===== src/rtl/act_pkg.sv =====
// act_pkg: shared types and defaults for the activation sequencer.
// Holds the sequencer state encoding, default widths and an index-width helper.
package act_pkg;

   localparam int ACC_WIDTH_DEF = 32;
   localparam int OUT_WIDTH_DEF = 8;

   typedef enum logic [2:0] {
      ST_IDLE   = 3'd0,
      ST_ISSUE  = 3'd1,
      ST_WAIT   = 3'd2,
      ST_STORE  = 3'd3,
      ST_FINISH = 3'd4
   } act_seq_state_t;

   // Lane index width: ceil(log2(n)), never below one bit.
   function automatic int idx_width(input int n);
      return (n > 1) ? $clog2(n) : 1;
   endfunction

endpackage


===== src/rtl/act_sequencer_if.sv =====
// act_sequencer_if: request/response link between the sequencer and the
// activation unit.
//
// Handshake: the master raises act_start for exactly one cycle and holds
// act_data stable from that cycle until act_done is seen. The slave answers
// with a one-cycle act_done pulse; act_result is valid only in that cycle.
// An act_done in the same cycle as act_start is not a valid response.
interface act_sequencer_if
   import act_pkg::*;
#(
   parameter int ACC_WIDTH = ACC_WIDTH_DEF,
   parameter int OUT_WIDTH = OUT_WIDTH_DEF
) ();

   logic                 act_start;
   logic [ACC_WIDTH-1:0] act_data;
   logic                 act_done;
   logic [OUT_WIDTH-1:0] act_result;

   modport master (
      output act_start,
      output act_data,
      input  act_done,
      input  act_result
   );

   modport slave (
      input  act_start,
      input  act_data,
      output act_done,
      output act_result
   );

endinterface


===== src/rtl/act_watchdog.sv =====
// act_watchdog: cycle counter for the WAIT state, built only when
// ACT_TIMEOUT_EN is defined. Held at zero while clear is high, counts up
// otherwise and flags expiry in the TIMEOUT_CYCLES-th counted cycle.
`ifdef ACT_TIMEOUT_EN
module act_watchdog #(
   parameter int TIMEOUT_CYCLES = 256
) (
   input  logic clk,
   input  logic rst_n,
   input  logic clear,
   output logic expired
);

   localparam int CW = $clog2(TIMEOUT_CYCLES + 1);

   logic [CW-1:0] cnt_q, cnt_d;

   assign expired = !clear && (cnt_q == CW'(TIMEOUT_CYCLES - 1));

   // Next count: clear, advance, or hold once expired.
   always_comb begin
      cnt_d = cnt_q;
      if (clear) begin
         cnt_d = '0;
      end else if (!expired) begin
         cnt_d = cnt_q + 1'b1;
      end
   end

   // Counter register.
   always_ff @(posedge clk or negedge rst_n) begin
      if (!rst_n) begin
         cnt_q <= '0;
      end else begin
         cnt_q <= cnt_d;
      end
   end

endmodule
`endif


===== src/rtl/act_sequencer.sv =====
// act_sequencer: walks the accumulator lanes of one layer through a shared
// activation unit, one request at a time, and collects the results.
// Optional feature: ACT_TIMEOUT_EN adds a WAIT watchdog that writes 0 to the
// stuck lane and raises a sticky timeout_err.
module act_sequencer
   import act_pkg::*;
#(
   parameter int NUM_NEURONS    = 10,
   parameter int ACC_WIDTH      = ACC_WIDTH_DEF,
   parameter int OUT_WIDTH      = OUT_WIDTH_DEF,
   parameter int TIMEOUT_CYCLES = 256
) (
   input  logic                                  clk,
   input  logic                                  rst_n,
   input  logic                                  layer_start,
   input  logic [NUM_NEURONS*ACC_WIDTH-1:0]      acc_vec,
   act_sequencer_if.master                       act_if,
   output logic [NUM_NEURONS*OUT_WIDTH-1:0]      layer_out,
   output logic                                  layer_done,
   output logic                                  busy,
   output logic                                  timeout_err,
   output act_seq_state_t                        dbg_state,
   output logic [idx_width(NUM_NEURONS)-1:0]     dbg_index
);

   localparam int IDX_W = idx_width(NUM_NEURONS);
   localparam logic [IDX_W-1:0] LAST_IDX = IDX_W'(NUM_NEURONS - 1);

   localparam logic [2:0] S_IDLE   = ST_IDLE;
   localparam logic [2:0] S_ISSUE  = ST_ISSUE;
   localparam logic [2:0] S_WAIT   = ST_WAIT;
   localparam logic [2:0] S_STORE  = ST_STORE;
   localparam logic [2:0] S_FINISH = ST_FINISH;

   logic [2:0]                       state_q, state_d;
   logic [IDX_W-1:0]                 idx_q, idx_d;
   logic [NUM_NEURONS*ACC_WIDTH-1:0] acc_buf_q, acc_buf_d;
   logic [NUM_NEURONS*OUT_WIDTH-1:0] layer_out_q, layer_out_d;
   logic                             act_start_q, act_start_d;
   logic                             layer_done_q, layer_done_d;
   logic                             busy_q, busy_d;

`ifdef ACT_TIMEOUT_EN
   logic wd_expired;
   logic timeout_err_q, timeout_err_d;

   act_watchdog #(
      .TIMEOUT_CYCLES (TIMEOUT_CYCLES)
   ) u_watchdog (
      .clk     (clk),
      .rst_n   (rst_n),
      .clear   (state_q != S_WAIT),
      .expired (wd_expired)
   );

   assign timeout_err = timeout_err_q;
`else
   assign timeout_err = 1'b0;
`endif

   // Operand comes straight from the captured buffer, so it cannot move
   // while a request is outstanding.
   assign act_if.act_data  = acc_buf_q[idx_q*ACC_WIDTH +: ACC_WIDTH];
   assign act_if.act_start = act_start_q;
   assign layer_out        = layer_out_q;
   assign layer_done       = layer_done_q;
   assign busy             = busy_q;
   assign dbg_state        = act_seq_state_t'(state_q);
   assign dbg_index        = idx_q;

   // Sequencer next-state, lane write and registered pulse outputs.
   always_comb begin
      state_d     = state_q;
      idx_d       = idx_q;
      acc_buf_d   = acc_buf_q;
      layer_out_d = layer_out_q;
`ifdef ACT_TIMEOUT_EN
      timeout_err_d = timeout_err_q;
`endif
      case (state_q)
         S_IDLE: begin
            if (layer_start) begin
               acc_buf_d = acc_vec;
               idx_d     = '0;
               state_d   = S_ISSUE;
            end
         end
         S_ISSUE: begin
            state_d = S_WAIT;
         end
         S_WAIT: begin
            if (act_if.act_done) begin
               layer_out_d[idx_q*OUT_WIDTH +: OUT_WIDTH] = act_if.act_result;
               state_d = S_STORE;
`ifdef ACT_TIMEOUT_EN
            end else if (wd_expired) begin
               layer_out_d[idx_q*OUT_WIDTH +: OUT_WIDTH] = '0;
               timeout_err_d = 1'b1;
               state_d = S_STORE;
`endif
            end
         end
         S_STORE: begin
            if (idx_q == LAST_IDX) begin
               state_d = S_FINISH;
            end else begin
               idx_d   = idx_q + 1'b1;
               state_d = S_ISSUE;
            end
         end
         S_FINISH: begin
            state_d = S_IDLE;
         end
         default: begin
            state_d = S_IDLE;
         end
      endcase
      // Outputs are registered from the next state so they line up with it.
      act_start_d  = (state_d == S_ISSUE);
      layer_done_d = (state_d == S_FINISH);
      busy_d       = (state_d != S_IDLE);
   end

   // Sequencer registers; reset abandons any layer in flight.
   always_ff @(posedge clk or negedge rst_n) begin
      if (!rst_n) begin
         state_q      <= S_IDLE;
         idx_q        <= '0;
         acc_buf_q    <= '0;
         layer_out_q  <= '0;
         act_start_q  <= 1'b0;
         layer_done_q <= 1'b0;
         busy_q       <= 1'b0;
      end else begin
         state_q      <= state_d;
         idx_q        <= idx_d;
         acc_buf_q    <= acc_buf_d;
         layer_out_q  <= layer_out_d;
         act_start_q  <= act_start_d;
         layer_done_q <= layer_done_d;
         busy_q       <= busy_d;
      end
   end

`ifdef ACT_TIMEOUT_EN
   // Sticky timeout flag, cleared only by reset.
   always_ff @(posedge clk or negedge rst_n) begin
      if (!rst_n) begin
         timeout_err_q <= 1'b0;
      end else begin
         timeout_err_q <= timeout_err_d;
      end
   end
`endif

endmodule


===== src/flat_wrapper.sv =====
// flat-port wrapper written by rule: the top's interface ports become plain ports
module act_sequencer_flat import act_pkg::*;
#(
   parameter int NUM_NEURONS    = 10,
   parameter int ACC_WIDTH      = ACC_WIDTH_DEF,
   parameter int OUT_WIDTH      = OUT_WIDTH_DEF,
   parameter int TIMEOUT_CYCLES = 256
)
  (clk, rst_n, layer_start, acc_vec, layer_out, layer_done, busy, timeout_err, dbg_state, dbg_index, act_if_act_start, act_if_act_data, act_if_act_done, act_if_act_result);
  act_sequencer_if #(.ACC_WIDTH(ACC_WIDTH), .OUT_WIDTH(OUT_WIDTH)) act_if_i ();
  input  logic clk;
  input  logic rst_n;
  input  logic layer_start;
  input  logic [NUM_NEURONS*ACC_WIDTH-1:0] acc_vec;
  output logic [NUM_NEURONS*OUT_WIDTH-1:0] layer_out;
  output logic layer_done;
  output logic busy;
  output logic timeout_err;
  output act_seq_state_t dbg_state;
  output logic [idx_width(NUM_NEURONS)-1:0] dbg_index;
  output wire logic [$bits(act_if_i.act_start)-1:0] act_if_act_start;
  output wire logic [$bits(act_if_i.act_data)-1:0] act_if_act_data;
  input wire logic [$bits(act_if_i.act_done)-1:0] act_if_act_done;
  input wire logic [$bits(act_if_i.act_result)-1:0] act_if_act_result;
  assign act_if_act_start = act_if_i.act_start;
  assign act_if_act_data = act_if_i.act_data;
  assign act_if_i.act_done = act_if_act_done;
  assign act_if_i.act_result = act_if_act_result;
  act_sequencer #(.NUM_NEURONS(NUM_NEURONS), .ACC_WIDTH(ACC_WIDTH), .OUT_WIDTH(OUT_WIDTH), .TIMEOUT_CYCLES(TIMEOUT_CYCLES)) u_core (.clk(clk), .rst_n(rst_n), .layer_start(layer_start), .acc_vec(acc_vec), .act_if(act_if_i), .layer_out(layer_out), .layer_done(layer_done), .busy(busy), .timeout_err(timeout_err), .dbg_state(dbg_state), .dbg_index(dbg_index));
endmodule

===== config.mk =====
export PLATFORM = sky130hd
export DESIGN_NAME = act_sequencer_flat
export DESIGN_NICKNAME = d
export VERILOG_FILES = /design/src/rtl/act_pkg.sv /design/src/rtl/act_sequencer_if.sv /design/src/rtl/act_watchdog.sv /design/src/rtl/act_sequencer.sv /design/src/flat_wrapper.sv
export SDC_FILE = /design/constraint.sdc
export NUM_CORES = 1
export LEC_CHECK = 0
export CORE_MARGIN = 2
export CORE_UTILIZATION = 35
export CTS_CLUSTER_SIZE = 16
export DETAILED_ROUTE_END_ITERATION = 8
export RECOVER_POWER = 50
export SYNTH_ARGS = -nofsm -noshare
export SYNTH_HDL_FRONTEND = slang
export SYNTH_SLANG_ARGS = --single-unit

===== constraint.sdc =====
create_clock -name clk -period 3.5 [get_ports clk]
set_input_delay 0.35 -clock clk [delete_from_list [all_inputs] [get_ports clk]]
set_output_delay 0.35 -clock clk [all_outputs]
set_load 0.01 [all_outputs]

---- Word level (Yosys, flattened, before mapping) ----
Index checks and enable logic that the tools add are counted.
storage, ports and cells
  bits in registers ....................... 410
operators by class
  reductions and logical operators ........ 6
  equality and inequality tests ........... 8
  mux-type cells .......................... 8
  add/sub/neg operators ................... 2
  shifts and indexed selects .............. 3
operators by type and width
  kind                                                   count
  variable part select 320 x 10 -> 32 bit                1
  bitwise mux 80 bit                                     1
  variable shift 8 x 34 -> 80 bit, first input constant  1
  variable part select 8 x 34 -> 80 bit                  1
  negation 7 -> 34 bit                                   1
  case mux 3 bit (4 select lines)                        1
  2-to-1 mux 3 bit                                       3
  2-to-1 mux 4 bit                                       2
  case mux 4 bit (2 select lines)                        1
  equality test 3 x 1 -> 1 bit, second input constant    2
  equality test 3 x 2 -> 1 bit, second input constant    2
  adder 4 x 1 -> 4 bit, second input constant            1
  equality test 4 bit, second input constant             1
  != test 2 bit, second input constant                   2
  AND reduction 2 bit                                    2
  equality test 3 bit, second input constant             1
  zero test 3 bit                                        1
  AND reduction 3 bit                                    1
  nonzero test 3 bit                                     1
  nonzero test 2 bit                                     1

---- Depth between registers and ports, before layout ----
  depth after elaboration ................. 4
  gate-level depth with buffers ........... 11
  depth with buffers taken out ............ 6

---- Least setup slack after synthesis ----
No wires, ideal clock.
  path kind ............................... register to register
  from .................................... register u_core.idx_q[0] (netlist: u_core.dbg_index[0])
  to ...................................... register u_core.layer_out_q[64] (netlist: u_core.layer_out[64])
  setup slack ............................. 0.856 ns
  arrival time ............................ 2.520 ns
  period minus slack after synthesis ...... 2.644 ns
  cell stages (with the launch flop) ...... 11
  cell sequence ........................... dfrtp_1 > buf_2 > buf_4 > buf_4 > buf_2 > nor3_1 > ha_1 > clkbuf_1 > and3_2 > o211ai_4 > mux2_2
between the ends
  word-level cells in the longest chain between the ends .. 3
  elaborated cells on any way between the ends .. 4
  classes of those cells .................. add/sub: 1; shift: 2; mux: 1
ends and longest elaborated chain
  item                                                                                             RTL line              RTL
  start: declaration                                                                               act_sequencer.sv:36   logic [IDX_W-1:0] idx_q, idx_d;
  start signal: assignment                                                                         act_sequencer.sv:136  idx_q <= idx_d;
  negation 7 -> 34 bit *                                                                           act_sequencer.sv:93   layer_out_d[idx_q*OUT_WIDTH +: OUT_WIDTH] = act_if.act_result;
  variable part select 8 x 34 -> 80 bit / variable shift 8 x 34 -> 80 bit (equally long branches)  act_sequencer.sv:93
  bitwise mux 80 bit *                                                                             act_sequencer.sv:93
  end signal: assignment                                                                           act_sequencer.sv:138  layer_out_q <= layer_out_d;
  end: declaration                                                                                 act_sequencer.sv:38   logic [NUM_NEURONS*OUT_WIDTH-1:0] layer_out_q, layer_out_d;
Every way passes the cells marked *; elsewhere a longest branch is shown, timed or not.
A chain may end at the register's enable or synchronous reset.

---- Worst setup path in the final report ----
  from .................................... register u_core.idx_q[0] (netlist: u_core.dbg_index[0])
  to ...................................... output port act_if_act_data[29]
between the ends
  word-level cells in the longest chain between the ends .. 1
ends and longest elaborated chain
  item                                     RTL line             RTL
  variable part select 320 x 10 -> 32 bit  act_sequencer.sv:63  assign act_if.act_data = acc_buf_q[idx_q*ACC_WIDTH +: ACC_WIDTH];
  end: declaration                         flat_wrapper.sv:22   output wire logic [$bits(act_if_i.act_data)-1:0] act_if_act_data;
No other way between the ends.

==> metrics.log <==
INFO  metric io_pins = 455
INFO  metric route.detailed.vias_per_inst = 4.93
INFO  metric cts_root_buffer = clkbuf_16
INFO  metric ys_ff_latch = 410
INFO  metric synth.yosys.seq_area_share = 57.1%
INFO  metric die_height = 231 microns
INFO  metric nets = 2,608
INFO  metric final.fill_count = 4,788
INFO  metric max-vdd-ir-drop = 0.000414 V
INFO  metric multi_input_area = 7210 sq um
INFO  metric dp_worst_setup_slack = 0.393 ns
INFO  metric hold_path.class = in2reg
INFO  metric leakage_power_summed_over_all_cells = 12.1 nW
INFO  metric grt_remaining_overflow = 0
INFO  metric dieWidth = 231 microns
INFO  metric average_instance_area_after_synthesis = 9.82 sq um
INFO  metric route.detailed.drc = 0
INFO  metric cts_buffers = 46
INFO  metric die_area = 53,200 sq um
INFO  metric synth_cells = 1,831
INFO  metric syn_to_final_growth = 38.9%
INFO  metric antenna_found_initial = 11
INFO  metric maxClockFrequency = 295 MHz
INFO  metric critical_path.startpoint_type = flop
INFO  metric total_power = 21.5 mW
INFO  metric crit_path_buf_inv_count = 4
INFO  metric cts_tree = built
INFO  metric crit_path_frequent_cell = buf_12
INFO  metric place.detailed.hpwl = 44,300 microns
INFO  metric cts_max_level = 2
INFO  metric place_inst = 2,891
INFO  metric violations = max-capacitance violations, max-slew violations
INFO  metric timing_worst_slew_pin_value = 2.00 ns
INFO  metric data_arrival_time_of_the_critical_path = 3.04 ns
INFO  metric ys_top_cells_by_area = dfrtp_1, nand2_1, mux4_2, mux2_2, buf_2
INFO  metric rsz0062_at_grt = false
INFO  metric run_status = complete, but fails checks
INFO  metric synth_top_area_share = 57.1%
INFO  metric crit_path_end_kind = output pin
INFO  metric core_area = 51,100 sq um
INFO  metric cts.sinks = 410
INFO  metric report.final.setup_viol = 0
INFO  metric unique_masters_post_synth = 48
INFO  metric first_pass_grt_wire_length = 90,700 microns
INFO  metric cp_top_family = buffers and inverters
INFO  metric drt_wl_total = 60,200 microns
INFO  metric asyncSetResetFlopFracSynth = 100%
INFO  metric fin_crit_sh = 96.8%
INFO  metric clk_latency = 0.56 ns
INFO  metric place.gp.congestion = 0.868
INFO  metric rows = 83
INFO  metric fin_hold_ws = 0.307 ns
INFO  metric regArea = 10,300 sq um
INFO  metric final.setup.worst_slack = 0.111 ns
INFO  metric grt_pass1_vias = 14,836
INFO  metric worstPathRequired = 3.15 ns
INFO  metric timing.setup.critical_path_class = reg2out
INFO  metric drt_pass1_iterations = 5
INFO  metric clock-skew-final = 0.0190 ns
INFO  metric fin_crit = 3.39 ns
INFO  metric timing.slew.headroom = -33.5%
INFO  metric initial_utilization = 35.2%
INFO  metric power.density_cell_area = 859 nW/um^2
INFO  metric report.final.slew_viol_count = 263
INFO  metric dominantRegCellSynth = dfrtp_1
INFO  metric synth_fp_nets = 2,169
INFO  metric vias = 14,759
INFO  metric synth_enable_flop_cells = 0
INFO  metric wire_per_inst = 20.1 microns
INFO  metric worst_path_cell_chain = buf_12 -> buf_12 -> buf_12 -> mux4_2 -> a22oi_1 -> o21ai_0 -> clkdlybuf4s50_1
INFO  metric setup-tns-final = 0 ns
INFO  metric slowest_delay = 0.56 ns
INFO  metric syn-cell-area = 18,000 sq um
INFO  metric drv_cap = 6
INFO  metric critPathSlowestCell = clkdlybuf4s50_1
INFO  metric crit_path_max_fanout = 10
INFO  metric gr_usage_total = 22.6%
INFO  metric final_cells = 2,996
INFO  metric clock_tree.buffer_depth = 3
INFO  metric drt_iter0_markers = 1,190
INFO  metric grt_start_max_net_pins = 233
INFO  metric port-buffer-count = 453
INFO  metric path_clk_slew = 0.06 ns
INFO  metric synth-warning-count = 0
INFO  metric final_layout_size_suffix_gt1_share = 10.2%
INFO  metric worst-r2r-setup-slack = 0.63 ns
INFO  metric finalHoldViolCount = 0
INFO  metric ant_nets = 0
INFO  metric synth_top_area_cell = dfrtp_1
## timing repair
item,in CTS,in global routing
buffers inserted,10,0
gates resized for setup,3,2
hold endpoints to repair,91,0
hold buffers,1,0
pin swaps,1,0
endpoints found under the setup margin,27,1
## worst min-delay path: cells and delay by family
family / cells / cell delay [ns]
simple gates: 2 / 0.09
buf+inv: 1 / 0.40
## state kept, by name, summed over array words and instances, names as in the netlist
name	flops
u_core.busy	1
u_core.act_if.act_start	1
u_core.layer_done	1
u_core.dbg_index	4
u_core.layer_out	80
u_core.acc_buf_q	320
u_core.dbg_state	3
## stage by stage
step | area [sq um] | utilization (%)
final | 25000 | 48.9
after global routing | 25000 | 48.9
after CTS | 25000 | 49.0
after detailed placement | 23300 | 45.6
after global placement | 23300 | 45.6
after floorplan | 18000 | -
## kinds of logic (layout without fill, tap and decap cells)
family,after synthesis,count (layout),synth area share (%)
and+or+nand+nor,1047,1047,22.7
DFF,410,410,57.1
muxes,136,136,12.3
AOI/OAI and AO/OA,114,114,4.26
buffers and inverters,113,588,3.05
adders and majority gates,6,6,0.417
xor gates and xnor gates,4,4,0.195
other,1,11,0.0209
## metal layers
layer  share of wire (%)  vias to the layer above  track usage [%]  wire, microns
met4                 2.1                        4             6.73           1290
met2                  44                      523             33.0          26700
li1                    -                     6820                -              -
met3                 6.3                       82             3.90           3770
met1                  47                     7330             34.2          28400
met5               0.050                        -                0             30
## layout make-up
cell class / count / area share [%]
Antenna cell: 10 / 0.100
Clock inverter: 18 / 0.917
Inverter: 3 / 0.0451
Sequential cell: 410 / 41.1
Tap cell: 680 / 3.41
Multi-Input combinational cell: 1308 / 28.9
Timing Repair Buffer: 501 / 20.2
Clock buffer: 66 / 5.35
## power breakdown
part           leakage, nW  internal, mW  switching (mW)
logic                 6.07          3.99            4.61
registers             5.23          6.71            1.16
clock network        0.775          3.03            1.96
total                 12.1          13.7            7.73
## placed cells by master, fill, tap and decap left out, drive strengths merged, types with 6 or more instances in the layout
| cell type | n |
|---|---|
| dfrtp | 410 |
| ha | 6 |
| dlygate4sd3 | 30 |
| clkdlybuf4s50 | 423 |
| a22oi | 32 |
| nand2 | 1000 |
| mux4 | 64 |
| mux2 | 40 |
| diode | 10 |
| buf | 36 |
| clkinv | 10 |
| nor2 | 9 |
| and2 | 9 |
| a22o | 16 |
| mux2i | 32 |
| o21ai | 58 |
| clkbuf | 77 |
## synthesized netlist by cell type, drive strengths merged, types with 6 or more instances
| cell | count |
|---|---|
| nand2 | 1000 |
| ha | 6 |
| nor2 | 9 |
| clkbuf | 30 |
| mux4 | 64 |
| mux2i | 32 |
| buf | 80 |
| dfrtp | 410 |
| mux2 | 40 |
| and2 | 9 |
| o21ai | 58 |
| a22o | 16 |
| a22oi | 32 |
## path summary, 6_finish.rpt
check / cells after the start / end / start
worst max-delay path: 7 / act_if_act_data[29] / u_core.dbg_index[0]
worst min-delay path: 3 / u_core.acc_buf_q[188] / acc_vec[188]
worst max register to register: 4 / u_core.acc_buf_q[314] / u_core.dbg_state[1]
worst min register to register: 2 / u_core.acc_buf_q[220] / u_core.acc_buf_q[220]
max in group asynchronous: 3 / u_core.acc_buf_q[268] / rst_n
min in group asynchronous: 2 / u_core.layer_out[4] / rst_n
(Power assumes the default switching activity.)
